### config.mk
export PLATFORM = sky130hd
export DESIGN_NAME = uart_rx_word_packer
export DESIGN_NICKNAME = d
export VERILOG_FILES = /design/src/rtl/mailbox_pkg.sv /design/src/rtl/uart_pkg.sv /design/src/rtl/uart_rx_deser.sv /design/src/rtl/uart_rx_word_packer.sv
export SDC_FILE = /design/constraint.sdc
export NUM_CORES = 1
export LEC_CHECK = 0
export BUFFER_PORTS_ARGS = -buffer_cell sky130_fd_sc_hd__buf_2
export CORE_ASPECT_RATIO = 0.7
export CORE_MARGIN = 5
export CORE_UTILIZATION = 40
export DETAILED_ROUTE_END_ITERATION = 7
export PLACE_DENSITY = 0.67
export SYNTH_ARGS = -nofsm -noshare
export SYNTH_HDL_FRONTEND = slang
export SYNTH_SLANG_ARGS = --single-unit
### constraint.sdc
create_clock -name clk -period 6.5 [get_ports clk]
set_input_delay 0.975 -clock clk [delete_from_list [all_inputs] [get_ports clk]]
set_output_delay 0.975 -clock clk [all_outputs]
set_load 0.1 [all_outputs]
### src/rtl/mailbox_pkg.sv
// Mailbox fabric shared definitions: message opcodes used on endpoint streams.
package mailbox_pkg;

  localparam logic [3:0] OPC_NOP  = 4'h0;
  localparam logic [3:0] OPC_DATA = 4'h1;
  localparam logic [3:0] OPC_CTRL = 4'h2;

endpackage

### src/rtl/uart_pkg.sv
// UART receive shared definitions: receiver FSM states and the 3-sample
// majority vote used to decide each bit.
package uart_pkg;

  typedef enum logic [1:0] {
    IDLE,
    START,
    DATA,
    STOP
  } uart_rx_state_t;

  function automatic logic majority3(input logic a, input logic b, input logic c);
    return (a & b) | (a & c) | (b & c);
  endfunction

endpackage

### src/rtl/uart_rx_deser.sv
// 8N1 UART deserialiser: 2-FF synchroniser, bit timer, 3-sample majority vote
// and IDLE/START/DATA/STOP FSM.
// Ports:
//   clk, rst_n   clock, async active-low reset
//   rx           raw serial input (idle high, asynchronous)
//   byte_valid   1-cycle pulse, rx_byte holds a good byte
//   rx_byte      last assembled byte (LSB first)
//   frame_err    1-cycle pulse, stop bit decided 0
//   break_det    1-cycle pulse, frame error with all data bits 0
//   idle_tick    1-cycle pulse per bit period spent in IDLE
//   start_det    1-cycle pulse on every accepted falling edge (incl. false starts)
module uart_rx_deser
  import uart_pkg::*;
#(
  parameter int unsigned BAUD_DIV = 217
) (
  input  logic       clk,
  input  logic       rst_n,
  input  logic       rx,
  output logic       byte_valid,
  output logic [7:0] rx_byte,
  output logic       frame_err,
  output logic       break_det,
  output logic       idle_tick,
  output logic       start_det
);

  localparam int unsigned CW = $clog2(BAUD_DIV);
  localparam int unsigned H  = BAUD_DIV / 2;
  localparam logic [CW-1:0] C_LAST = CW'(BAUD_DIV - 1);
  localparam logic [CW-1:0] C_S0   = CW'(H - 1);
  localparam logic [CW-1:0] C_S1   = CW'(H);
  localparam logic [CW-1:0] C_DEC  = CW'(H + 1);

  logic rx_meta, rx_s, rx_q;

  uart_rx_state_t state, state_n;
  logic [CW-1:0]  cnt, cnt_n;
  logic [2:0]     bit_idx, bit_idx_n;
  logic [7:0]     shreg, shreg_n;
  logic           s0, s0_n, s1, s1_n;
  logic           byte_valid_n, frame_err_n, break_det_n, idle_tick_n, start_det_n;
  logic           start_edge, decide, bit_val;

  always_ff @(posedge clk or negedge rst_n) begin
    if (!rst_n) begin
      rx_meta <= 1'b1;
      rx_s    <= 1'b1;
      rx_q    <= 1'b1;
    end else begin
      rx_meta <= rx;
      rx_s    <= rx_meta;
      rx_q    <= rx_s;
    end
  end

  assign start_edge = rx_q & ~rx_s;
  assign decide     = (cnt == C_DEC);
  assign bit_val    = majority3(s0, s1, rx_s);

  // In IDLE the bit timer keeps running and doubles as the idle bit-period
  // timer; every transition into IDLE or START restarts it from zero.
  always_comb begin
    state_n      = state;
    cnt_n        = (cnt == C_LAST) ? '0 : cnt + 1'b1;
    bit_idx_n    = bit_idx;
    shreg_n      = shreg;
    s0_n         = (cnt == C_S0) ? rx_s : s0;
    s1_n         = (cnt == C_S1) ? rx_s : s1;
    byte_valid_n = 1'b0;
    frame_err_n  = 1'b0;
    break_det_n  = 1'b0;
    idle_tick_n  = 1'b0;
    start_det_n  = 1'b0;
    case (state)
      IDLE: begin
        if (start_edge) begin
          state_n     = START;
          cnt_n       = '0;
          start_det_n = 1'b1;
        end else begin
          idle_tick_n = (cnt == C_LAST);
        end
      end
      START: begin
        if (decide && bit_val) begin
          state_n = IDLE;
          cnt_n   = '0;
        end else if (cnt == C_LAST) begin
          state_n   = DATA;
          bit_idx_n = '0;
        end
      end
      DATA: begin
        if (decide) shreg_n = {bit_val, shreg[7:1]};
        if (cnt == C_LAST) begin
          if (bit_idx == 3'd7) state_n = STOP;
          else                 bit_idx_n = bit_idx + 3'd1;
        end
      end
      STOP: begin
        // Leave at mid-bit so a back-to-back start edge is not missed.
        if (decide) begin
          state_n = IDLE;
          cnt_n   = '0;
          if (bit_val) begin
            byte_valid_n = 1'b1;
          end else begin
            frame_err_n = 1'b1;
            break_det_n = (shreg == 8'h00);
          end
        end
      end
      default: state_n = IDLE;
    endcase
  end

  always_ff @(posedge clk or negedge rst_n) begin
    if (!rst_n) begin
      state      <= IDLE;
      cnt        <= '0;
      bit_idx    <= '0;
      shreg      <= '0;
      s0         <= 1'b1;
      s1         <= 1'b1;
      byte_valid <= 1'b0;
      frame_err  <= 1'b0;
      break_det  <= 1'b0;
      idle_tick  <= 1'b0;
      start_det  <= 1'b0;
    end else begin
      state      <= state_n;
      cnt        <= cnt_n;
      bit_idx    <= bit_idx_n;
      shreg      <= shreg_n;
      s0         <= s0_n;
      s1         <= s1_n;
      byte_valid <= byte_valid_n;
      frame_err  <= frame_err_n;
      break_det  <= break_det_n;
      idle_tick  <= idle_tick_n;
      start_det  <= start_det_n;
    end
  end

  assign rx_byte = shreg;

endmodule

### src/rtl/uart_rx_word_packer.sv
// UART receive front-end for a mailbox endpoint: deserialises 8N1 bytes,
// packs them LSB-first into 32-bit words (flushing partial words after an
// idle timeout) and queues them as single-beat OPC_DATA messages.
// Ports:
//   clk, rst_n         clock, async active-low reset
//   UART_RX / UART_RTS serial input / flow control (1 = peer may send)
//   cfg_dest           destination captured with each pushed word
//   tx_*               mailbox TX stream (valid/ready, head word fall-through)
//   frame_err, break_det, overrun   1-cycle status pulses
module uart_rx_word_packer
  import uart_pkg::*;
  import mailbox_pkg::*;
#(
  parameter int unsigned BAUD_DIV          = 217,
  parameter int unsigned FIFO_DEPTH        = 8,
  parameter int unsigned IDLE_TIMEOUT_BITS = 16
) (
  input  logic        clk,
  input  logic        rst_n,
  input  logic        UART_RX,
  output logic        UART_RTS,
  input  logic [15:0] cfg_dest,
  output logic        tx_valid,
  input  logic        tx_ready,
  output logic [15:0] tx_dest,
  output logic [31:0] tx_data,
  output logic        tx_prio,
  output logic        tx_eop,
  output logic [3:0]  tx_opcode,
  output logic        frame_err,
  output logic        break_det,
  output logic        overrun
);

  localparam int unsigned AW   = $clog2(FIFO_DEPTH);
  localparam int unsigned CNTW = $clog2(FIFO_DEPTH + 1);
  localparam int unsigned TW   = $clog2(IDLE_TIMEOUT_BITS + 1);

  logic       byte_valid, idle_tick, start_det;
  logic [7:0] rx_byte;

  uart_rx_deser #(
    .BAUD_DIV (BAUD_DIV)
  ) u_deser (
    .clk        (clk),
    .rst_n      (rst_n),
    .rx         (UART_RX),
    .byte_valid (byte_valid),
    .rx_byte    (rx_byte),
    .frame_err  (frame_err),
    .break_det  (break_det),
    .idle_tick  (idle_tick),
    .start_det  (start_det)
  );

  // Packer: lanes fill LSB-first; a push is requested one cycle after the
  // completing byte (or the timeout) and the packer clears in that cycle.
  logic [3:0][7:0] lanes;
  logic [1:0]      byte_idx;
  logic            push_pend;
  logic [TW-1:0]   tcnt;

  always_ff @(posedge clk or negedge rst_n) begin
    if (!rst_n) begin
      lanes     <= '0;
      byte_idx  <= '0;
      push_pend <= 1'b0;
      tcnt      <= '0;
    end else if (push_pend) begin
      lanes     <= '0;
      byte_idx  <= '0;
      push_pend <= 1'b0;
      tcnt      <= '0;
    end else begin
      if (byte_valid) begin
        lanes[byte_idx] <= rx_byte;
        byte_idx        <= byte_idx + 2'd1;
        if (byte_idx == 2'd3) push_pend <= 1'b1;
      end
      if (start_det) begin
        tcnt <= '0;
      end else if (idle_tick && byte_idx != 2'd0) begin
        if (tcnt == TW'(IDLE_TIMEOUT_BITS - 1)) begin
          push_pend <= 1'b1;
          tcnt      <= '0;
        end else begin
          tcnt <= tcnt + 1'b1;
        end
      end
    end
  end

  // Word FIFO: entry = {dest, data}
  logic [47:0]     mem [FIFO_DEPTH];
  logic [AW-1:0]   wptr, rptr;
  logic [CNTW-1:0] count, count_n;
  logic            full, pop, push_ok;

  assign full    = (count == CNTW'(FIFO_DEPTH));
  assign pop     = tx_valid & tx_ready;
  assign push_ok = push_pend & (~full | pop);

  always_comb begin
    count_n = count;
    case ({push_ok, pop})
      2'b10:   count_n = count + 1'b1;
      2'b01:   count_n = count - 1'b1;
      default: count_n = count;
    endcase
  end

  always_ff @(posedge clk) begin
    if (push_ok) mem[wptr] <= {cfg_dest, lanes};
  end

  always_ff @(posedge clk or negedge rst_n) begin
    if (!rst_n) begin
      wptr     <= '0;
      rptr     <= '0;
      count    <= '0;
      UART_RTS <= 1'b1;
      overrun  <= 1'b0;
    end else begin
      if (push_ok) wptr <= wptr + 1'b1;
      if (pop)     rptr <= rptr + 1'b1;
      count    <= count_n;
      UART_RTS <= (count_n < CNTW'(FIFO_DEPTH - 1));
      overrun  <= push_pend & ~push_ok;
    end
  end

  assign tx_valid  = (count != '0);
  assign tx_data   = tx_valid ? mem[rptr][31:0]  : '0;
  assign tx_dest   = tx_valid ? mem[rptr][47:32] : '0;
  assign tx_prio   = 1'b0;
  assign tx_eop    = 1'b1;
  assign tx_opcode = OPC_DATA;

endmodule

==> run summary, run 1 <==
Status = completed
Die ar. = 0.0505 mm2
Vias per cell = 5.31
Clock-pin slew on the worst setup and hold paths = 0.06 ns
CTS max path bufs = 3
GRT overflow = 0
Initial antenna violation count = 0
Async SR Flop Fraction = 17.8%
Crit start category = flop
Antenna violation net count after detailed routing = 0
Post-DP HPWL = 20100 um
Post-CTS Setup Bufs = 0
Area Growth Syn to Fin = 13.2%
Final slew viol count = 0
Layout cell share with drive strength beyond 1 = 26.2%
Die W = 266 um
RSZ-0062 raised after global routing = false
Distinct cell type count after synthesis = 45
Pwr dens = 468 mW/mm2
Most used DFF post-synth = edfxtp_1
Syn_area_per_cell = 18.6 um2
Ports = 79
Synthesis Warnings = 0
Max transition margin = 26.4%
Cts bufs inserted = 42
Logic pwr share = 38.3%
Antenna Cells = 0
Pre-antenna DRT Iters = 5
Vias in the first global route = 9336
Total track usage = 14.4%
Setup Slack @ Placement = 2.70 ns
EDFF count, synth = 384
Skew final = 0.0126 ns
Critical Path RT = 5.52 ns
GP Congestion = 0.734
DRC viols = 0
Min setup slack post-route = 2.24 ns
Post-route minimum period = 4.26 ns
Hold Buf Count CTS = 0
Largest net degree at the start of global routing = 69
Cells after Synth = 991
Most common cell after layout, fill and taps aside = edfxtp_1
Core box area = 0.0453 mm2
First-pass GRT wire length = 56400 um
CP endpoint kind = primary output
Setup_tns = 0 ns
Fmax = 0.235 GHz
# resized after CTS = 0
CTS tree = built
Max Cap Viol = 0
Fillers = 3763
Final cycle utilization of the critical path = 65.5%
Clock network latency to the later pin of the worst-skew pair = 0.54 ns
Synthesized flop and latch total = 467
Worst-Margin Slew = 1.10 ns
Fin. Hold Viols = 0
Chip Height = 189 um
Number of clock sinks = 467
Root Driver = clkbuf_16
Starting Density = 40.6%
Seq/Total Area, Yosys = 74.0%
Crit Path Max Fanout = 54
Starting DRT DRC Count = 768
VDD IR max = 0.337 mV
Critical path arrival = 3.29 ns
Clock power share = 25.0%
Htree depth = 2
Final setup fails = 0
Fraction of power consumed by sequential logic = 36.7%
# port buffers = 72
Post-DR wirelength/cell = 21.3 um
Final nets = 1111
Std-Cell Rows = 65
Detailed Route WL = 36400 um
Commonest non-fill, non-tap cells in the layout = edfxtp_1, mux4_2, dfrtp_1
Sw Ratio = 41.8%
P_leak = 7.30 nW
Via count = 9062
Worst hold path type = input pin to async pin
Pint = 0.00568 W
WS Path Type = flop to primary output
NetSw = 0.00407 W
Post-Syn Area = 0.0184 mm2
kinds of logic (layout without fill, tap and decap cells):
logic type,count (synthesis),count (layout),synth area share [%]
fa+ha+maj,20,20,1.39
flops,467,467,74.0
buf+inv,69,179,1.65
simple gates,200,200,4.98
compound gates,57,57,1.83
mux,162,162,15.4
xor+xnor,14,14,0.666
other cells,2,6,0.0408
critical path, stage by stage (launching register included):
cell     delay [ns]
dfrtp_4        0.94
buf_4          0.67
mux4_2         0.35
mux2i_1        0.08
nor2_1         0.22
buf_2          0.47
per-stage QoR:
step / instance area, um2 / power [W] / utilization (%) / hold WS (ns) / std cells
CTS: 20800 / 0.00987 / 46.0 / 0.263 / 1708
global placement: 19500 / 0.00741 / 43.0 / 0.358 / 1631
global route: 20800 / 0.0102 / 46.0 / 0.278 / 1708
finish: 20800 / 0.00975 / 46.0 / 0.283 / 1708
detailed placement: 19500 / 0.00744 / 43.0 / 0.350 / 1631
floorplan: 18400 / 0.00679 / - / 0.345 / 995
cell type report:
cell class / instances / area (um2) / share of cell area [%]
Clock inverter: 29 / 251 / 1.21
Tap cell: 603 / 754 / 3.62
Sequential cell: 467 / 13600 / 65.4
Inverter: 13 / 48.8 / 0.234
Timing Repair Buffer: 89 / 503 / 2.41
Multi-Input combinational cell: 459 / 4560 / 21.9
Clock buffer: 48 / 1090 / 5.25
layer usage:
metal	global-route usage (%)	part of all wire [%]	up-vias
li1	-	-	4026
met5	0	0	-
met2	22.9	48	208
met1	21.1	46	4782
met3	2.57	4.6	46
met4	3.05	1.4	0
flip-flops by register name, indices dropped and copies added, names as in the netlist, 2 cells and up, named ones only:
| signal | count |
|---|---|
| byte_idx | 2 |
| mem | 384 |
| u_deser.bit_idx | 3 |
| wptr | 3 |
| lanes | 32 |
| u_deser.cnt | 8 |
| tcnt | 5 |
| rptr | 3 |
| count | 4 |
| u_deser.rx_byte | 8 |
power groups by stage:
| stage | combinational (W) | clock, W | sequential (W) |
|---|---|---|---|
| 3_3_place_gp | 0.00377 | 0 | 0.00364 |
| 5_1_grt | 0.00392 | 0.00264 | 0.00361 |
| 2_1_floorplan | 0.00341 | 0 | 0.00338 |
| 4_1_cts | 0.00379 | 0.00249 | 0.00359 |
| 6_report | 0.00374 | 0.00244 | 0.00358 |
| 3_5_place_dp | 0.00379 | 0 | 0.00365 |
cells in the mapped netlist, types with 12 or more instances:
cell        n  area share [%]
nand3_1    42             1.1
inv_1      12            0.24
a21oi_1    39             1.1
ha_1       18             1.2
mux4_2     96              12
nor2_1     72             1.5
mux2i_1    51             2.8
dfrtp_1    77              10
nand2_1    45            0.92
edfxtp_1  384              63
mux2_2     15            0.92
clkbuf_1   31            0.63
final timing paths:
path	startpoint	end	slack (ns)	cells past startpoint
max	rptr[1]	tx_data[5]	2.24	5
min	rst_n	u_deser.break_det	0.28	1
max reg2reg	push_pend	mem[7][34]	3.09	6
min reg2reg	u_deser.rx_meta	u_deser.rx_s	0.35	0
max in group asynchronous	rst_n	rptr[2]	4.98	2
min in group clk	u_deser.rx_meta	u_deser.rx_s	0.35	0
No activity file was read; power rests on OpenSTA's default activity.
==> inputs of run 2 (changes only) <==
--- a/config.mk
+++ b/config.mk
@@ -5,12 +5,13 @@
 export SDC_FILE = /design/constraint.sdc
 export NUM_CORES = 1
 export LEC_CHECK = 0
+export ABC_AREA = 1
 export BUFFER_PORTS_ARGS = -buffer_cell sky130_fd_sc_hd__buf_2
 export CORE_ASPECT_RATIO = 0.7
 export CORE_MARGIN = 5
 export CORE_UTILIZATION = 40
 export DETAILED_ROUTE_END_ITERATION = 7
-export PLACE_DENSITY = 0.67
+export PLACE_DENSITY = 0.69
 export SYNTH_ARGS = -nofsm -noshare
 export SYNTH_HDL_FRONTEND = slang
 export SYNTH_SLANG_ARGS = --single-unit
==> constraint.sdc (replaced) <==
create_clock -name clk -period 3.8 [get_ports clk]
set_input_delay 0.57 -clock clk [delete_from_list [all_inputs] [get_ports clk]]
set_output_delay 0.57 -clock clk [all_outputs]
set_load 0.1 [all_outputs]
==> run summary, run 2 <==
P_leak = 8.34 nW (+14%)
Hold Buf Count CTS = 0 (unchanged)
Fillers = 4080 (+8.4%)
Worst-Margin Slew = 0.950 ns (-0.154 ns)
Synthesis Warnings = 0 (unchanged)
Cells after Synth = 1565 (+58%)
Synth cell count leaders = edfxtp_1, nor2_1, o21ai_0, nand2_1, o21ai_1
Final slew viol count = 0 (unchanged)
Power, Total = 0.0194 W (+99%)
Starting DRT DRC Count = 1275 (+66%)
Fraction of power consumed by sequential logic = 29.8% (-6.9 points)
Vias per cell = 5.28 (-0.49%)
Vias in the first global route = 11495 (+23%)
Clock power share = 21.6% (-3.4 points)
Post-route minimum period = 3.57 ns
GRT overflow = 0 (unchanged)
Antenna Cells = 0 (unchanged)
Final cycle utilization of the critical path = 93.9%
Top reg by flops = mem
Critical path arrival = 3.00 ns (-0.29 ns)
Area Growth Syn to Fin = 14.9%
Crit Path Max Fanout = 67 (+24%)
Logic pwr share = 48.6% (+10 points)
Initial antenna violation count = 1 (+1)
Die ar. = 0.0520 mm2 (+3.1%)
Via count = 11964 (+32%)
NetSw = 0.00874 W (+110%)
Std-Cell Rows = 66 (+1.5%)
WS Path Type = flop to primary output
Pint = 0.0107 W (+89%)
Async SR Flop Fraction = 17.8% (unchanged)
Most used DFF post-synth = edfxtp_1
Largest regs = mem x384, lanes x32
Post-DP HPWL = 23300 um (+16%)
Clock-pin slew on the worst setup and hold paths = 0.07 ns (about the same)
Distinct cell type count after synthesis = 38 (-16%)
Final nets = 1660 (+49%)
GP Congestion = 0.760 (+3.6%)
Pwr dens = 891 mW/mm2 (+90%)
Pre-antenna DRT Iters = 5 (unchanged)
Synthesized flop and latch total = 467 (unchanged)
Status = completed
Chip Height = 192 um (+1.5%)
EDFF count, synth = 384 (unchanged)
First-pass GRT wire length = 66000 um (+17%)
Fin. Hold Viols = 0 (unchanged)
Detailed Route WL = 42100 um (+16%)
Critical Path RT = 3.23 ns (-2.29 ns)
Synth area leaders = edfxtp_1, dfrtp_1, nor2_1
Hold WS = 0.126 ns (-0.157 ns)
Sw Ratio = 45.0% (+3.2 points)
Max Cap Viol = 0 (unchanged)
Max transition margin = 36.5% (+10 points)
Area post-placement = 0.0205 mm2 (+5.0%)
Layout cell share with drive strength beyond 1 = 12.2% (-14 points)
Die W = 270 um (+1.6%)
Htree depth = 2 (unchanged)
Max reg flops = 384 (unchanged)
Cts bufs inserted = 42 (unchanged)
Ports = 79 (unchanged)
Largest area contributor in the netlist = edfxtp_1
Starting Density = 40.6% (about the same)
Finished Cell Area = 0.0218 mm2 (+4.8%)
Most common cell after layout, fill and taps aside = edfxtp_1
Crit start category = flop
Setup_tns = 0 ns (unchanged)
Final setup fails = 0 (unchanged)
# port buffers = 72 (unchanged)
Skew final = 0.0178 ns (+0.00518 ns)
Antenna violation net count after detailed routing = 0 (unchanged)
Largest net degree at the start of global routing = 89 (+29%)
Core box area = 0.0467 mm2 (+3.2%)
Number of clock sinks = 467 (unchanged)
CTS tree = built
Final Util = 46.7% (+0.71 points)
Syn_area_per_cell = 12.1 um2 (-35%)
RSZ-0062 raised after global routing = false
Worst hold path type = input pin to async pin
Seq/Total Area, Yosys = 71.7% (-2.3 points)
Post-CTS Setup Bufs = 0 (unchanged)
DRC viols = 0 (unchanged)
VDD IR max = 0.906 mV (+170%)
# resized after CTS = 0 (unchanged)
Clock network latency to the later pin of the worst-skew pair = 0.55 ns (about the same)
Total track usage = 16.0% (+1.6 points)
Post-DR wirelength/cell = 18.6 um (-13%)
Yosys top cell area share = 60.7% (-2.0 points)
CP endpoint kind = primary output
Top-count cell post-synth = edfxtp_1
Root Driver = clkbuf_16
Fmax = 0.280 GHz
Commonest non-fill, non-tap cells in the layout = edfxtp_1, nor2_1, o21ai_0
CTS max path bufs = 3 (unchanged)
Post-Syn Area = 0.0190 mm2 (+3.3%)
run 2: path summary, 6_finish.rpt:
check	from	endpoint	slack, ns	cells past startpoint
max in group asynchronous	rst_n	u_deser.bit_idx[1]	2.90	2
setup / recovery	rptr[0]	tx_data[24]	0.23	7
hold reg to reg	u_deser.rx_meta	u_deser.rx_s	0.36	0
setup reg to reg	count[1]	UART_RTS	0.96	14
hold / removal	rst_n	lanes[18]	0.13	1
min in group clk	UART_RX	u_deser.rx_meta	0.13	1
run 2: final cells by class:
class	count	area (um2)	area share, %
multi-input cells	970	4670	21.4
inverters	39	149	0.682
repair buffers	101	1260	5.78
clock inverters	23	200	0.917
clock buffers	54	1160	5.31
well taps	612	766	3.51
flip-flops and latches	467	13600	62.4
run 2: routing by layer:
layer | share of wire (%) | track usage (%) | vias up
met1 | 45 | 22.9 | 5860
met2 | 46 | 25.4 | 374
li1 | - | - | 5665
met4 | 1.7 | 3.66 | 2
met5 | 0.031 | 0 | -
met3 | 7.5 | 3.31 | 63
run 2: stage by stage:
step	setup WS (ns)	instances
6_report	0.233	2266
3_3_place_gp	0.826	2189
5_1_grt	0.0217	2266
3_5_place_dp	0.842	2189
2_1_floorplan	0.160	1569
4_1_cts	0.239	2266
run 2: kinds of logic (layout without fill, tap and decap cells):
logic type               Yosys count  after routing  share of synthesized area (%)
AO/OA/AOI/OAI                    397            397                           10.9
XOR/XNOR                          11             11                          0.507
adder cells (fa/ha/maj)           19             19                           1.29
buffers and inverters            132            217                           4.16
flip-flops                       467            467                           71.7
other                              2              6                         0.0395
AND/OR/NAND/NOR                  537            537                           11.4
run 2: power by group through the flow:
stage	registers [W]	clock network, W	logic (W)
detailed placement	0.00590	0	0.00949
finish	0.00579	0.00419	0.00946
CTS	0.00579	0.00428	0.00952
global route	0.00581	0.00452	0.0101
global placement	0.00590	0	0.00942
floorplan	0.00578	0	0.00690
run 2: worst max-delay path: stages (launching register included):
cell and delay, ns:
dfrtp_4 0.68, inv_4 0.28, buf_12 0.30, o21ai_0 0.14
o21ai_1 0.09, o21ai_0 0.09, a31oi_1 0.58, buf_12 0.26
==> inputs of run 3 (changes only) <==
--- a/config.mk
+++ b/config.mk
@@ -14,4 +14,5 @@
 export PLACE_DENSITY = 0.69
 export SYNTH_ARGS = -nofsm -noshare
 export SYNTH_HDL_FRONTEND = slang
+export SYNTH_HIERARCHICAL = 1
 export SYNTH_SLANG_ARGS = --single-unit
==> run summary, run 3 <==
Final nets = 1653 (-0.42%)
Initial antenna violation count = 2 (+1)
Area Growth Syn to Fin = 15.0% (about the same)
Layout cell share with drive strength beyond 1 = 13.1% (+0.86 points)
Skew final = 0.0122 ns (-0.00554 ns)
Clock-pin slew on the worst setup and hold paths = 0.07 ns (about the same)
Register area = 0.0136 mm2 (unchanged)
Root Driver = clkbuf_16
Detailed Route WL = 41800 um (-0.62%)
Commonest non-fill, non-tap cells in the layout = edfxtp_1, nor2_1, o21ai_0
Synth area leaders = edfxtp_1, dfrtp_1, nor2_1
Post-DP HPWL = 23600 um (+1.2%)
DRC viols = 0 (unchanged)
Worst R2R End = UART_RTS
Hold Buf Count CTS = 0 (unchanged)
Seq/Total Area, Yosys = 72.0% (+0.29 points)
Pwr dens = 460 mW/mm2 (-48%)
Die ar. = 0.0518 mm2 (-0.39%)
Max Cap Viol = 0 (unchanged)
Critical path arrival = 3.02 ns (+0.02 ns)
Fin. Hold Viols = 0 (unchanged)
Final setup fails = 0 (unchanged)
Clock network latency to the later pin of the worst-skew pair = 0.55 ns (about the same)
Worst hold path type = input pin to async pin
Max reg flops = 384 (unchanged)
Max transition margin = 37.9% (+1.4 points)
Via count = 12029 (+0.54%)
Critical Path RT = 3.23 ns (about the same)
Syn_area_per_cell = 12.1 um2 (-0.15%)
Yosys top cell area share = 60.9% (+0.24 points)
Final slew viol count = 0 (unchanged)
Vias per cell = 5.31 (+0.59%)
Chip Height = 192 um (-0.19%)
VDD IR max = 0.259 mV (-71%)
Cells after Synth = 1561 (-0.26%)
Fillers = 4047 (-0.81%)
Vias in the first global route = 11614 (+1.0%)
Crit Path Max Fanout = 66 (-1.5%)
Die W = 270 um (-0.19%)
Cts bufs inserted = 43 (+2.4%)
Synth cell count leaders = edfxtp_1, nor2_1, o21ai_0, dfrtp_1, o21ai_1
CTS tree = built
# port buffers = 72 (unchanged)
Number of clock sinks = 467 (unchanged)
Post-Syn Area = 0.0189 mm2 (-0.40%)
EDFF count, synth = 384 (unchanged)
RSZ-0062 raised after global routing = false
CTS max path bufs = 3 (unchanged)
Reg2Reg Depth = 15 (+1)
Crit start category = flop
Largest regs = mem x384, lanes x32
Setup_tns = 0 ns (unchanged)
Async SR Flop Fraction = 17.8% (unchanged)
Synthesis Warnings = 6 (+6)
Sw Ratio = 20.5% (-24 points)
Worst-Margin Slew = 0.930 ns (-0.0196 ns)
Post-route minimum period = 3.59 ns (+0.0222 ns)
Std-Cell Rows = 66 (unchanged)
Fraction of power consumed by sequential logic = 55.6% (+26 points)
Pre-antenna DRT Iters = 5 (unchanged)
Fmax = 0.279 GHz (-0.62%)
Ports = 79 (unchanged)
NetSw = 0.00206 W (-76%)
P_leak = 8.38 nW (+0.43%)
Total track usage = 15.9% (-0.062 points)
Multi-input gate area in the final layout = 0.00463 mm2 (-0.80%)
Finished Cell Area = 0.0218 mm2 (-0.30%)
Clock power share = 41.9% (+20 points)
Post-CTS Setup Bufs = 0 (unchanged)
R2r setup slk = 1.09 ns (+0.13 ns)
Most common cell after layout, fill and taps aside = edfxtp_1
Most used DFF post-synth = edfxtp_1
Starting Density = 40.6% (-0.092 points)
Core box area = 0.0467 mm2 (-0.18%)
Area post-placement = 0.0204 mm2 (-0.40%)
Top-count cell post-synth = edfxtp_1
Synthesized flop and latch total = 467 (unchanged)
Final Util = 46.6% (-0.060 points)
CP endpoint kind = primary output
Largest area contributor in the netlist = edfxtp_1
Final cycle utilization of the critical path = 94.5% (+0.58 points)
Largest net degree at the start of global routing = 94 (+5.6%)
First-pass GRT wire length = 65900 um (-0.10%)
Distinct cell type count after synthesis = 38 (unchanged)
Antenna violation net count after detailed routing = 0 (unchanged)
Post-DR wirelength/cell = 18.5 um (-0.58%)
WS Path Type = flop to primary output
Starting DRT DRC Count = 1247 (-2.2%)
GRT overflow = 0 (unchanged)
GP Congestion = 0.761 (+0.18%)
Pint = 0.00796 W (-26%)
Logic pwr share = 2.5% (-46 points)
Htree depth = 2 (unchanged)
RR Startpoint = count[1]
Status = completed
Top reg by flops = mem
## run 3: cell types whose count changed after synthesis, sizes merged, moves of 3 or more
cell / change
ha: -4
nand2: -12
a21oi: +6
nor2: +4
nor3: +5
a31oi: -5
clkbuf: +3
## run 3: logic make-up after synthesis
group	Yosys count	synth area share (%)
compound gates	395	10.8
flops	467	72.0
xor+xnor	10	0.463
simple gates	534	11.7
fa+ha+maj	15	1.03
other cells	2	0.0397
buf+inv	138	3.98
## run 3: metrics by stage
step	setup WS [ns]	std cells	hold slack (ns)	total power [W]
floorplan	0.131	1565	0.274	0.00585
detailed placement	0.681	2185	0.353	0.00592
global route	0.0278	2264	0.0480	0.0104
global placement	0.673	2185	0.346	0.00591
CTS	0.0818	2264	0.0241	0.0101
finish	0.210	2265	0.0186	0.0100
## run 3: power groups by stage
stage | clock [W] | sequential (W) | combinational [W]
2_1_floorplan | 0 | 0.00566 | 0.000193
3_5_place_dp | 0 | 0.00568 | 0.000248
3_3_place_gp | 0 | 0.00567 | 0.000242
5_1_grt | 0.00453 | 0.00557 | 0.000278
6_report | 0.00420 | 0.00557 | 0.000247
4_1_cts | 0.00430 | 0.00557 | 0.000249
## run 3: area by class of cell
cell class	count	share of cell area (%)
diodes	1	0.0115
clock buffers	55	5.24
clock inverters	24	1.03
inverters	43	0.770
multi-input cells	960	21.3
flip-flops and latches	467	62.6
well taps	612	3.52
repair buffers	103	5.54
## run 3: worst max path at each step
stage | startpoint | endpoint | slack [ns] | depth (start not counted)
6_report | rptr[0] | tx_data[29] | 0.21 | 8
3_5_place_dp | rptr[0] | tx_data[29] | 0.68 | 8
2_1_floorplan | tx_ready | mem[0][0] | 0.13 | 5
3_3_place_gp | rptr[0] | tx_data[29] | 0.67 | 8
4_1_cts | rptr[0] | tx_data[29] | 0.08 | 8
5_1_grt | rptr[0] | tx_data[2] | 0.03 | 8
## run 3: per-layer routing
layer | wire length, um | GRT usage, % | part of all wire (%) | vias to the layer above
met5 | 20 | 0 | 0.048 | -
met4 | 747 | 3.78 | 1.8 | 2
met3 | 3000 | 3.02 | 7.2 | 61
met2 | 19100 | 25.0 | 46 | 415
met1 | 19000 | 23.2 | 45 | 5901
li1 | - | - | - | 5650
## run 3: worst max-delay path: stages (launching register included)
cell,delay (ns)
dfrtp_4,0.76
buf_6,0.47
nor2_1,0.10
nor2_1,0.10
o21ai_0,0.09
o21ai_1,0.08
o21ai_0,0.08
a31oi_1,0.46
buf_12,0.25
## run 3: repair_timing
item | in CTS | in global routing
setup endpoints to repair | 0 | 10
hold endpoints to repair | 0 | 0
gates resized for setup | 0 | 2
